$ cat src/rtl/hazard_ctrl_pkg.sv
// Shared definitions for the pipeline hazard/forwarding controller:
// RV32 opcodes, next-PC select encodings and scoreboard/decode records.
package hazard_ctrl_pkg;

  localparam logic [6:0] OPC_LUI       = 7'b0110111;
  localparam logic [6:0] OPC_AUIPC     = 7'b0010111;
  localparam logic [6:0] OPC_JAL       = 7'b1101111;
  localparam logic [6:0] OPC_JALR      = 7'b1100111;
  localparam logic [6:0] OPC_BRANCH    = 7'b1100011;
  localparam logic [6:0] OPC_STORE     = 7'b0100011;
  localparam logic [6:0] OPC_LOAD      = 7'b0000011;
  localparam logic [6:0] OPC_ARI_RTYPE = 7'b0110011;
  localparam logic [6:0] OPC_ARI_ITYPE = 7'b0010011;

  localparam logic [1:0] PC_JAL   = 2'd0;
  localparam logic [1:0] PC_REDIR = 2'd1;
  localparam logic [1:0] PC_PLUS4 = 2'd2;
  localparam logic [1:0] PC_HOLD  = 2'd3;

  typedef struct packed {
    logic       valid;
    logic [4:0] rd;
    logic       is_load;
  } sb_entry_t;

  localparam int SB_ENTRY_W = $bits(sb_entry_t);

  typedef struct packed {
    logic [4:0] rs1;
    logic [4:0] rs2;
    logic [4:0] rd;
    logic       uses_rs1;
    logic       uses_rs2;
    logic       writes_rd;
    logic       is_load;
    logic       is_jal;
  } dec_t;

endpackage

$ cat src/rtl/hazard_decode.sv
// Purely combinational register-field and instruction-class decode of the
// decode-stage instruction.
module hazard_decode
  import hazard_ctrl_pkg::*;
(
  input  logic [31:0] inst,
  output dec_t        dec
);

  logic [6:0] opc;
  logic       unused_funct;

  assign opc          = inst[6:0];
  assign unused_funct = ^{inst[31:25], inst[14:12]};

  always_comb begin
    dec     = '0;
    dec.rs1 = inst[19:15];
    dec.rs2 = inst[24:20];
    dec.rd  = inst[11:7];
    unique case (opc)
      OPC_ARI_RTYPE: begin dec.uses_rs1 = 1'b1; dec.uses_rs2 = 1'b1; dec.writes_rd = 1'b1; end
      OPC_ARI_ITYPE: begin dec.uses_rs1 = 1'b1; dec.writes_rd = 1'b1; end
      OPC_LOAD:      begin dec.uses_rs1 = 1'b1; dec.writes_rd = 1'b1; dec.is_load = 1'b1; end
      OPC_STORE:     begin dec.uses_rs1 = 1'b1; dec.uses_rs2 = 1'b1; end
      OPC_BRANCH:    begin dec.uses_rs1 = 1'b1; dec.uses_rs2 = 1'b1; end
      OPC_JALR:      begin dec.uses_rs1 = 1'b1; dec.writes_rd = 1'b1; end
      OPC_LUI:       dec.writes_rd = 1'b1;
      OPC_AUIPC:     dec.writes_rd = 1'b1;
      OPC_JAL:       begin dec.writes_rd = 1'b1; dec.is_jal = 1'b1; end
      default:       ;
    endcase
  end

endmodule

$ cat src/rtl/hazard_ctrl.sv
// Hazard and forwarding controller: tracks in-flight destinations over DEPTH
// post-decode stages and derives forwarding selects, stalls, flushes and next-PC.
module hazard_ctrl
  import hazard_ctrl_pkg::*;
#(
  parameter  int DEPTH       = 2,
  parameter  int LOAD_LAT    = 1,
  parameter  int FLUSH_DEPTH = 1,
  parameter  int CNT_W       = 32,
  localparam int SELW        = $clog2(DEPTH + 1)
) (
  input  logic             clk,
  input  logic             rst_n,
  input  logic [31:0]      inst_d,
  input  logic             valid_d,
  input  logic             redirect_x,
  output logic             stall,
  output logic             flush_d,
  output logic [SELW-1:0]  fwd_sel_a,
  output logic [SELW-1:0]  fwd_sel_b,
  output logic [1:0]       pc_sel,
  output logic [CNT_W-1:0] stall_count,
  output logic [CNT_W-1:0] flush_count
);

  localparam int FCW = (FLUSH_DEPTH > 1) ? $clog2(FLUSH_DEPTH) : 1;

  dec_t           dec;
  sb_entry_t      sb [1:DEPTH];
  sb_entry_t      new_entry;
  logic [FCW-1:0] flush_cnt;

  logic            hit_a, rdy_a, hit_b, rdy_b;
  logic [SELW-1:0] k_a, k_b;
  logic            flush_raw, stall_raw;

  hazard_decode u_decode (
    .inst (inst_d),
    .dec  (dec)
  );

  // Scanning oldest-to-youngest lets the youngest match overwrite older ones.
  always_comb begin
    hit_a = 1'b0;
    rdy_a = 1'b0;
    k_a   = '0;
    hit_b = 1'b0;
    rdy_b = 1'b0;
    k_b   = '0;
    for (int k = DEPTH; k >= 1; k--) begin
      if (dec.uses_rs1 && sb[k].valid && (sb[k].rd == dec.rs1)) begin
        hit_a = 1'b1;
        k_a   = SELW'(k);
        rdy_a = !sb[k].is_load || (k > LOAD_LAT);
      end
      if (dec.uses_rs2 && sb[k].valid && (sb[k].rd == dec.rs2)) begin
        hit_b = 1'b1;
        k_b   = SELW'(k);
        rdy_b = !sb[k].is_load || (k > LOAD_LAT);
      end
    end
  end

  assign flush_raw = redirect_x || (flush_cnt != '0);
  assign stall_raw = valid_d && !flush_raw && ((hit_a && !rdy_a) || (hit_b && !rdy_b));

  assign new_entry.valid   = valid_d && !stall_raw && !flush_raw &&
                             dec.writes_rd && (dec.rd != 5'd0);
  assign new_entry.rd      = dec.rd;
  assign new_entry.is_load = dec.is_load;

  // Outputs are forced to their idle values for as long as reset is held.
  assign stall     = rst_n && stall_raw;
  assign flush_d   = rst_n && flush_raw;
  assign fwd_sel_a = (rst_n && hit_a && rdy_a) ? k_a : '0;
  assign fwd_sel_b = (rst_n && hit_b && rdy_b) ? k_b : '0;

  always_comb begin
    if (!rst_n)                                  pc_sel = PC_PLUS4;
    else if (redirect_x)                         pc_sel = PC_REDIR;
    else if (stall_raw)                          pc_sel = PC_HOLD;
    else if (valid_d && !flush_raw && dec.is_jal) pc_sel = PC_JAL;
    else                                         pc_sel = PC_PLUS4;
  end

  // Stage boundary: scoreboard shift, flush countdown and performance counters.
  always_ff @(posedge clk or negedge rst_n) begin
    if (!rst_n) begin
      for (int k = 1; k <= DEPTH; k++) sb[k] <= '0;
      flush_cnt   <= '0;
      stall_count <= '0;
      flush_count <= '0;
    end else begin
      sb[1] <= new_entry.valid ? new_entry : sb_entry_t'(SB_ENTRY_W'(0));
      for (int k = 2; k <= DEPTH; k++) sb[k] <= sb[k-1];
      if (redirect_x)             flush_cnt <= FCW'(FLUSH_DEPTH - 1);
      else if (flush_cnt != '0)   flush_cnt <= flush_cnt - 1'b1;
      stall_count <= stall_count + CNT_W'(stall_raw);
      flush_count <= flush_count + CNT_W'(flush_raw);
    end
  end

endmodule
$ cat config.mk
export PLATFORM = sky130hd
export DESIGN_NAME = hazard_ctrl
export DESIGN_NICKNAME = d
export VERILOG_FILES = /design/src/rtl/hazard_ctrl_pkg.sv /design/src/rtl/hazard_decode.sv /design/src/rtl/hazard_ctrl.sv
export SDC_FILE = /design/constraint.sdc
export NUM_CORES = 1
export LEC_CHECK = 0
export CORE_UTILIZATION = 50
export DETAILED_ROUTE_END_ITERATION = 12
export PLACE_DENSITY_LB_ADDON = 0.25
export SETUP_SLACK_MARGIN = 0.1
export SYNTH_ARGS = -nofsm -noshare
export SYNTH_HDL_FRONTEND = slang
export SYNTH_SLANG_ARGS = --single-unit
export TNS_END_PERCENT = 50
$ cat constraint.sdc
create_clock -name clk -period 6.8 [get_ports clk]
set_input_delay 1.02 -clock clk [delete_from_list [all_inputs] [get_ports clk]]
set_output_delay 1.02 -clock clk [all_outputs]
set_load 0.05 [all_outputs]
### Word-level counts from Yosys, hierarchy flattened

Cells that the tools add are included.

| storage, ports and cells | value |
|---|---|
| flip-flop bits (word level) | 78 |
| output and inout port bits | 72 |

| operators by class | value |
|---|---|
| add/subtract/negate cells | 3 |
| eq/ne operators | 13 |
| multiplexer cells | 24 |
| reduce and logical (&&, ||, !) cells | 34 |

Operators by type and width:

| kind | count |
|---|---|
| $add 32x1->32 | 2 |
| $logic_and 1x1->1 | 23 |
| $eq 7x6->1 const B | 3 |
| $eq 7x7->1 const B | 3 |
| $eq 5x5->1 | 4 |
| $mux 2 | 10 |
| $eq 7x5->1 const B | 2 |
| $mux 1 | 13 |
| $eq 7x2->1 const B | 1 |
| $mux 7 | 1 |
| $reduce_or 7->1 | 1 |
| $reduce_or 6->1 | 1 |
| $logic_not 1->1 | 5 |
| $reduce_bool 5->1 | 1 |
| $reduce_or 3->1 | 1 |
| $logic_or 1x1->1 | 2 |
| $sub 1x1->1 const B | 1 |

### Longest topological paths before layout

| logic depth | value |
|---|---|
| word-level depth | 17 |
| mapped depth | 10 |
| depth with buffers taken out | 10 |

### Cells and area by module

From an unflattened synthesis, not the netlist that was laid out.

| unflattened totals | value |
|---|---|
| cell total of the unflattened synthesis | 332 |
| area total of the unflattened synthesis | 3,729.8 sq um |

Modules (own cells, without submodules):

| module | instances | cells an instance | area each (sq um) | sequential area each (sq um) |
|---|---|---|---|---|
| hazard_ctrl | 1 | 303 | 3,503.4 | 1,926.8 |
| hazard_decode | 1 | 29 | 226.5 | 0.0 |

### Worst setup path after synthesis

No wires, ideal clock.

| timing path | value |
|---|---|
| kind | input port to output port |
| start point | in inst_d[2] |
| end point | out fwd_sel_a[0] |
| data arrival time | 2.899 ns |
| required time | 5.780 ns |
| slack | 2.881 ns |
| cell stages on the path | 4 |
| cell sequence | or2_1 a211oi_1 nand3_1 nor3b_1 |

| between the ends | value |
|---|---|
| word-level cells in the longest chain between the ends | 10 |
| elaborated cells on any way between the ends | 19 |
| those cells by class | 6 x eq/ne; 6 x mux; 7 x reduce/logical |

RTL lines:

| item | RTL line | text |
|---|---|---|
| from (decl) | hazard_ctrl.sv:14 | `input logic [31:0] inst_d,` |
| $eq 7x6->1 (tied with other cells) | hazard_decode.sv:21 | `unique case (opc)` |
| $reduce_or 6->1 (no line) * | -- |  |
| $mux 1 * | hazard_decode.sv:21 |  |
| $logic_and 1x1->1 (2 in a row) | hazard_ctrl.sv:51 | `if (dec.uses_rs1 && sb[k].valid && (sb[k].rd == dec.rs1)) begin` |
| $mux 1 (2 in a row) | hazard_ctrl.sv:51 |  |
| $logic_and 1x1->1 (2 in a row) | hazard_ctrl.sv:75 | `assign fwd_sel_a = (rst_n && hit_a && rdy_a) ? k_a : '0;` |
| $mux 2 * | hazard_ctrl.sv:75 |  |
| to (decl) | hazard_ctrl.sv:19 | `output logic [SELW-1:0] fwd_sel_a,` |

Mark *: on every way between the ends. The rest lies on a longest branch, timed or not.

### Final worst setup path

| timing path | value |
|---|---|
| start point | in inst_d[6] |
| end point | out stall |

| between the ends | value |
|---|---|
| word-level cells in the longest chain between the ends | 12 |
| elaborated cells on any way between the ends | 31 |
| those cells by class | 6 x eq/ne; 8 x mux; 17 x reduce/logical |

RTL lines:

| item | RTL line | text |
|---|---|---|
| $eq 7x6->1 (tied with other cells) | hazard_decode.sv:21 |  |
| $reduce_or 6->1 (no line) / $reduce_or 3->1 (equally long branches) | -- |  |
| $mux 1 | hazard_decode.sv:21 |  |
| $logic_and 1x1->1, on equally long branches (2 in a row) | hazard_ctrl.sv:51, hazard_ctrl.sv:56 |  |
| $mux 1, on equally long branches (2 in a row) | hazard_ctrl.sv:51, hazard_ctrl.sv:56 |  |
| $logic_not 1->1 | hazard_ctrl.sv:65 | `assign stall_raw = valid_d && !flush_raw && ((hit_a && !rdy_a) \|\| (hit_b && !rdy_b));` |
| $logic_and 1x1->1 | hazard_ctrl.sv:65 |  |
| $logic_or 1x1->1 * | hazard_ctrl.sv:65 |  |
| $logic_and 1x1->1 * | hazard_ctrl.sv:65 |  |
| $logic_and 1x1->1 * | hazard_ctrl.sv:73 | `assign stall = rst_n && stall_raw;` |
| to (decl) | hazard_ctrl.sv:17 | `output logic stall,` |

Marks and branches as above.

==> flow_summary_export.csv <==
group,metric,value,unit
power_and_ir_drop,p_comb_frac,0.168,
cts,hold_buffers,0,
grt,grt_pass1_wl,12100,um
finish,areaGrowthSynthToFinish,37.8,%
sta,setup_viol,0,
detailed_routing,drc,0,
critical_path,crit_slowest_cell,"clkdlybuf4s50_1",
critical_path,path_class,"input pin to primary output",
finish,diodes,0,
cts,ctsResizeCount,0,
finish,regArea,0.00193,sq mm
detailed_routing,drt_pre_antenna_iters,4,
detailed_routing,drtIter0Drc,100,
sta,max_freq,211,MHz
sta,tns,0,ns
die,initial_core_util,0.520,
detailed_routing,postRouteAntennaNets,0,
flow_run,cap_violations,0,
sta,finalMaxSlewViolations,0,
critical_path,start_kind,"input pin",
yosys,netlist_area,0.00353,sq mm
cts,postCtsSetupBuffers,0,
critical_path,path_cells,"clkdlybuf4s50_1 > or2_1 > a211oi_1 > nand3_1 > a2111oi_4 > and2_1 > clkdlybuf4s50_1",
grt,grt_pass1_vias,2579,
sta,post-route-period-util,0.696,
die,die_y,86.1,um
critical_path,critical_path.top_delay_family,"buffers and inverters",
grt,grt_antenna_before_repair,0,
sta,hold_viol,0,
power_and_ir_drop,p_leak,2.14,nW
critical_path,end_kind,"primary output",
yosys,yosys_warnings,0,
cts,cts_buffers,9,
critical_path,crit_top_cell,"clkdlybuf4s50_1",
power_and_ir_drop,pwr-share-seq,0.457,
sta,setup_slack,2.07,ns
yosys,dominantRegCellSynth,"dfrtp_1",
placement,detailedPlacementHpwl,5420,um
cts,clkLatencyLatePin,0.34,ns
sta,slew_headroom,0.577,
placement,io_buffers,97,
yosys,syn_inst,313,
detailed_routing,routedWlPerCell,14.0,um
die,core_area,0.00679,sq mm
finish,multi_input_area,0.00158,sq mm
grt,grt_overflow,0,
cts,cts_tree,"yes",
finish,n_fill_cell,516,
yosys,synth_edf_count,0,
cts,root_buffer,"clkbuf_8",
cts,cts_sinks,77,
yosys,synth_seq_cells,77,
die,die_w,86.1,um
power_and_ir_drop,peakVddDrop,0.368,mV
yosys,syn_area_per_cell,11.3,sq um
finish,final_common_cell,"clkdlybuf4s50_1",
detailed_routing,viasPerCell,5.15,
placement,gp_congestion,0.850,
critical_path,max_stage_delay,0.81,ns
power_and_ir_drop,power.density,226,mW/mm^2
grt,track_usage,0.210,
critical_path,critPathMaxFanout,6,
critical_path,path_buf_inv,2,
detailed_routing,vias,2687,
critical_path,crit_required,5.78,ns
die,ios,108,
power_and_ir_drop,internal_power,0.000791,W
power_and_ir_drop,netSwitchingFraction,0.282,
sta,worstMarginPinSlew,0.635,ns
yosys,synthesis.nets,353,
die,rows,30,
yosys,ys_seq_area_frac,0.545,
finish,final_cell_mix,"96 x clkdlybuf4s50_1, 77 x dfrtp_1, 57 x xnor2_1",
yosys,yosysUniqueCellTypes,32,
power_and_ir_drop,p_total,0.00110,W
cts,clkTransAtPathRegs,0.07,ns
power_and_ir_drop,p_sw,0.000310,W
power_and_ir_drop,clkPwrFrac,0.375,
finish,fin_nets,461,
sta,finalClockSkew,0.0125,ns
critical_path,crit_arrival,3.71,ns
cts,cts.htree.levels,3,
sta,period_minus_slack,4.73,ns
detailed_routing,routed_wl,7290,um
run_status,status,"completed",
finish,drive_gt1_frac,0.0587,
die,die-area,0.00741,sq mm
cts,clock_path_buffers,2,
placement,dp_worst_setup_slack,2.06,ns
hold_path,holdCritPathClass,"flip-flop to flip-flop",
sta,rsz0062_at_grt,"no",
yosys,synth-async-reset-ratio,1.00,
grt,grt_max_degree,53,
## cells in the mapped netlist, types with 2 or more instances
cell type | n | share of area
nor2_1 | 15 | 0.016
nand4_1 | 13 | 0.023
ha_1 | 4 | 0.014
inv_1 | 6 | 0.0064
nand2_1 | 25 | 0.027
nand3_1 | 31 | 0.044
nand4b_1 | 2 | 0.0050
and4_1 | 6 | 0.015
and2_1 | 6 | 0.011
xnor2_1 | 57 | 0.14
nor4_1 | 3 | 0.0053
o21ai_0 | 2 | 0.0028
dfrtp_1 | 77 | 0.55
nor3_1 | 10 | 0.014
and3_1 | 17 | 0.030
xor2_1 | 23 | 0.057
## metrics by stage
stage	hold slack, ns	utilization	cell area [sq um]	cells
final	0.401	0.717	4870	522
after global routing	0.419	0.717	4870	522
after CTS	0.402	0.717	4870	522
after detailed placement	0.385	0.681	4620	506
after global placement	0.379	0.681	4620	506
after floorplan	0.366	-	3530	313
## kinds of logic after synthesis
kind of cell	count (synthesis)	share of synthesized area
AND/OR/NAND/NOR	138	0.214
XOR/XNOR	80	0.198
buffers and inverters	7	0.00779
AO/OA/AOI/OAI	7	0.0202
flip-flops	77	0.545
adder cells (fa/ha/maj)	4	0.0142
## routing by layer
layer | global-route usage | share of wire | wire length (um) | vias to the layer above
met3 | 0.0452 | 0.045 | 328 | 9
met2 | 0.333 | 0.49 | 3540 | 73
met5 | 0 | 0 | 0 | -
met1 | 0.285 | 0.46 | 3320 | 1305
met4 | 0.0758 | 0.014 | 99 | 0
li1 | - | - | - | 1300
## power by group through the flow
stage,clock network (W),registers (W),logic (W)
finish,0.000414,0.000503,0.000185
detailed placement,0,0.000512,0.000186
global route,0.000442,0.000507,0.000196
floorplan,0,0.000578,0.0000358
global placement,0,0.000510,0.000182
CTS,0.000421,0.000503,0.000187
## registers in the layout, indices dropped and copies added, names as in the netlist
register / count
sb: 13
flush_count: 32
stall_count: 32
## worst reg2reg max path, stage by stage (launching register included)
cell and delay, ns:
dfrtp_1 0.43, xor2_1 0.17, nor4_2 0.36, nand3_1 0.27, a2111oi_4 0.37, ha_1 0.29, ha_1 0.28, nand3_1 0.13
nor3_1 0.36, nand3_1 0.15, xnor2_1 0.14
## path summary, 6_finish.rpt
| path | to | start | slack (ns) | cells after the start |
|---|---|---|---|---|
| max | stall | inst_d[6] | 2.07 | 7 |
| min | sb[6]$_DFF_PN0_ | sb[13]$_DFF_PN0_ | 0.40 | 0 |
| max reg2reg | stall_count[22]$_DFF_PN0_ | sb[11]$_DFF_PN0_ | 3.75 | 10 |
| min reg2reg | sb[6]$_DFF_PN0_ | sb[13]$_DFF_PN0_ | 0.40 | 0 |
| max in group asynchronous | flush_count[4]$_DFF_PN0_ | rst_n | 5.23 | 2 |
| min in group asynchronous | sb[3]$_DFF_PN0_ | rst_n | 0.61 | 1 |
## cell type report
class / instances / share of cell area
multi-input combinational: 229 / 0.324
inverter: 6 / 0.00462
timing repair buffer: 98 / 0.200
sequential: 77 / 0.396
tap: 96 / 0.0247
clock inverter: 7 / 0.0249
clock buffer: 9 / 0.0254
Note: power is estimated with default switching activity, not from simulation.
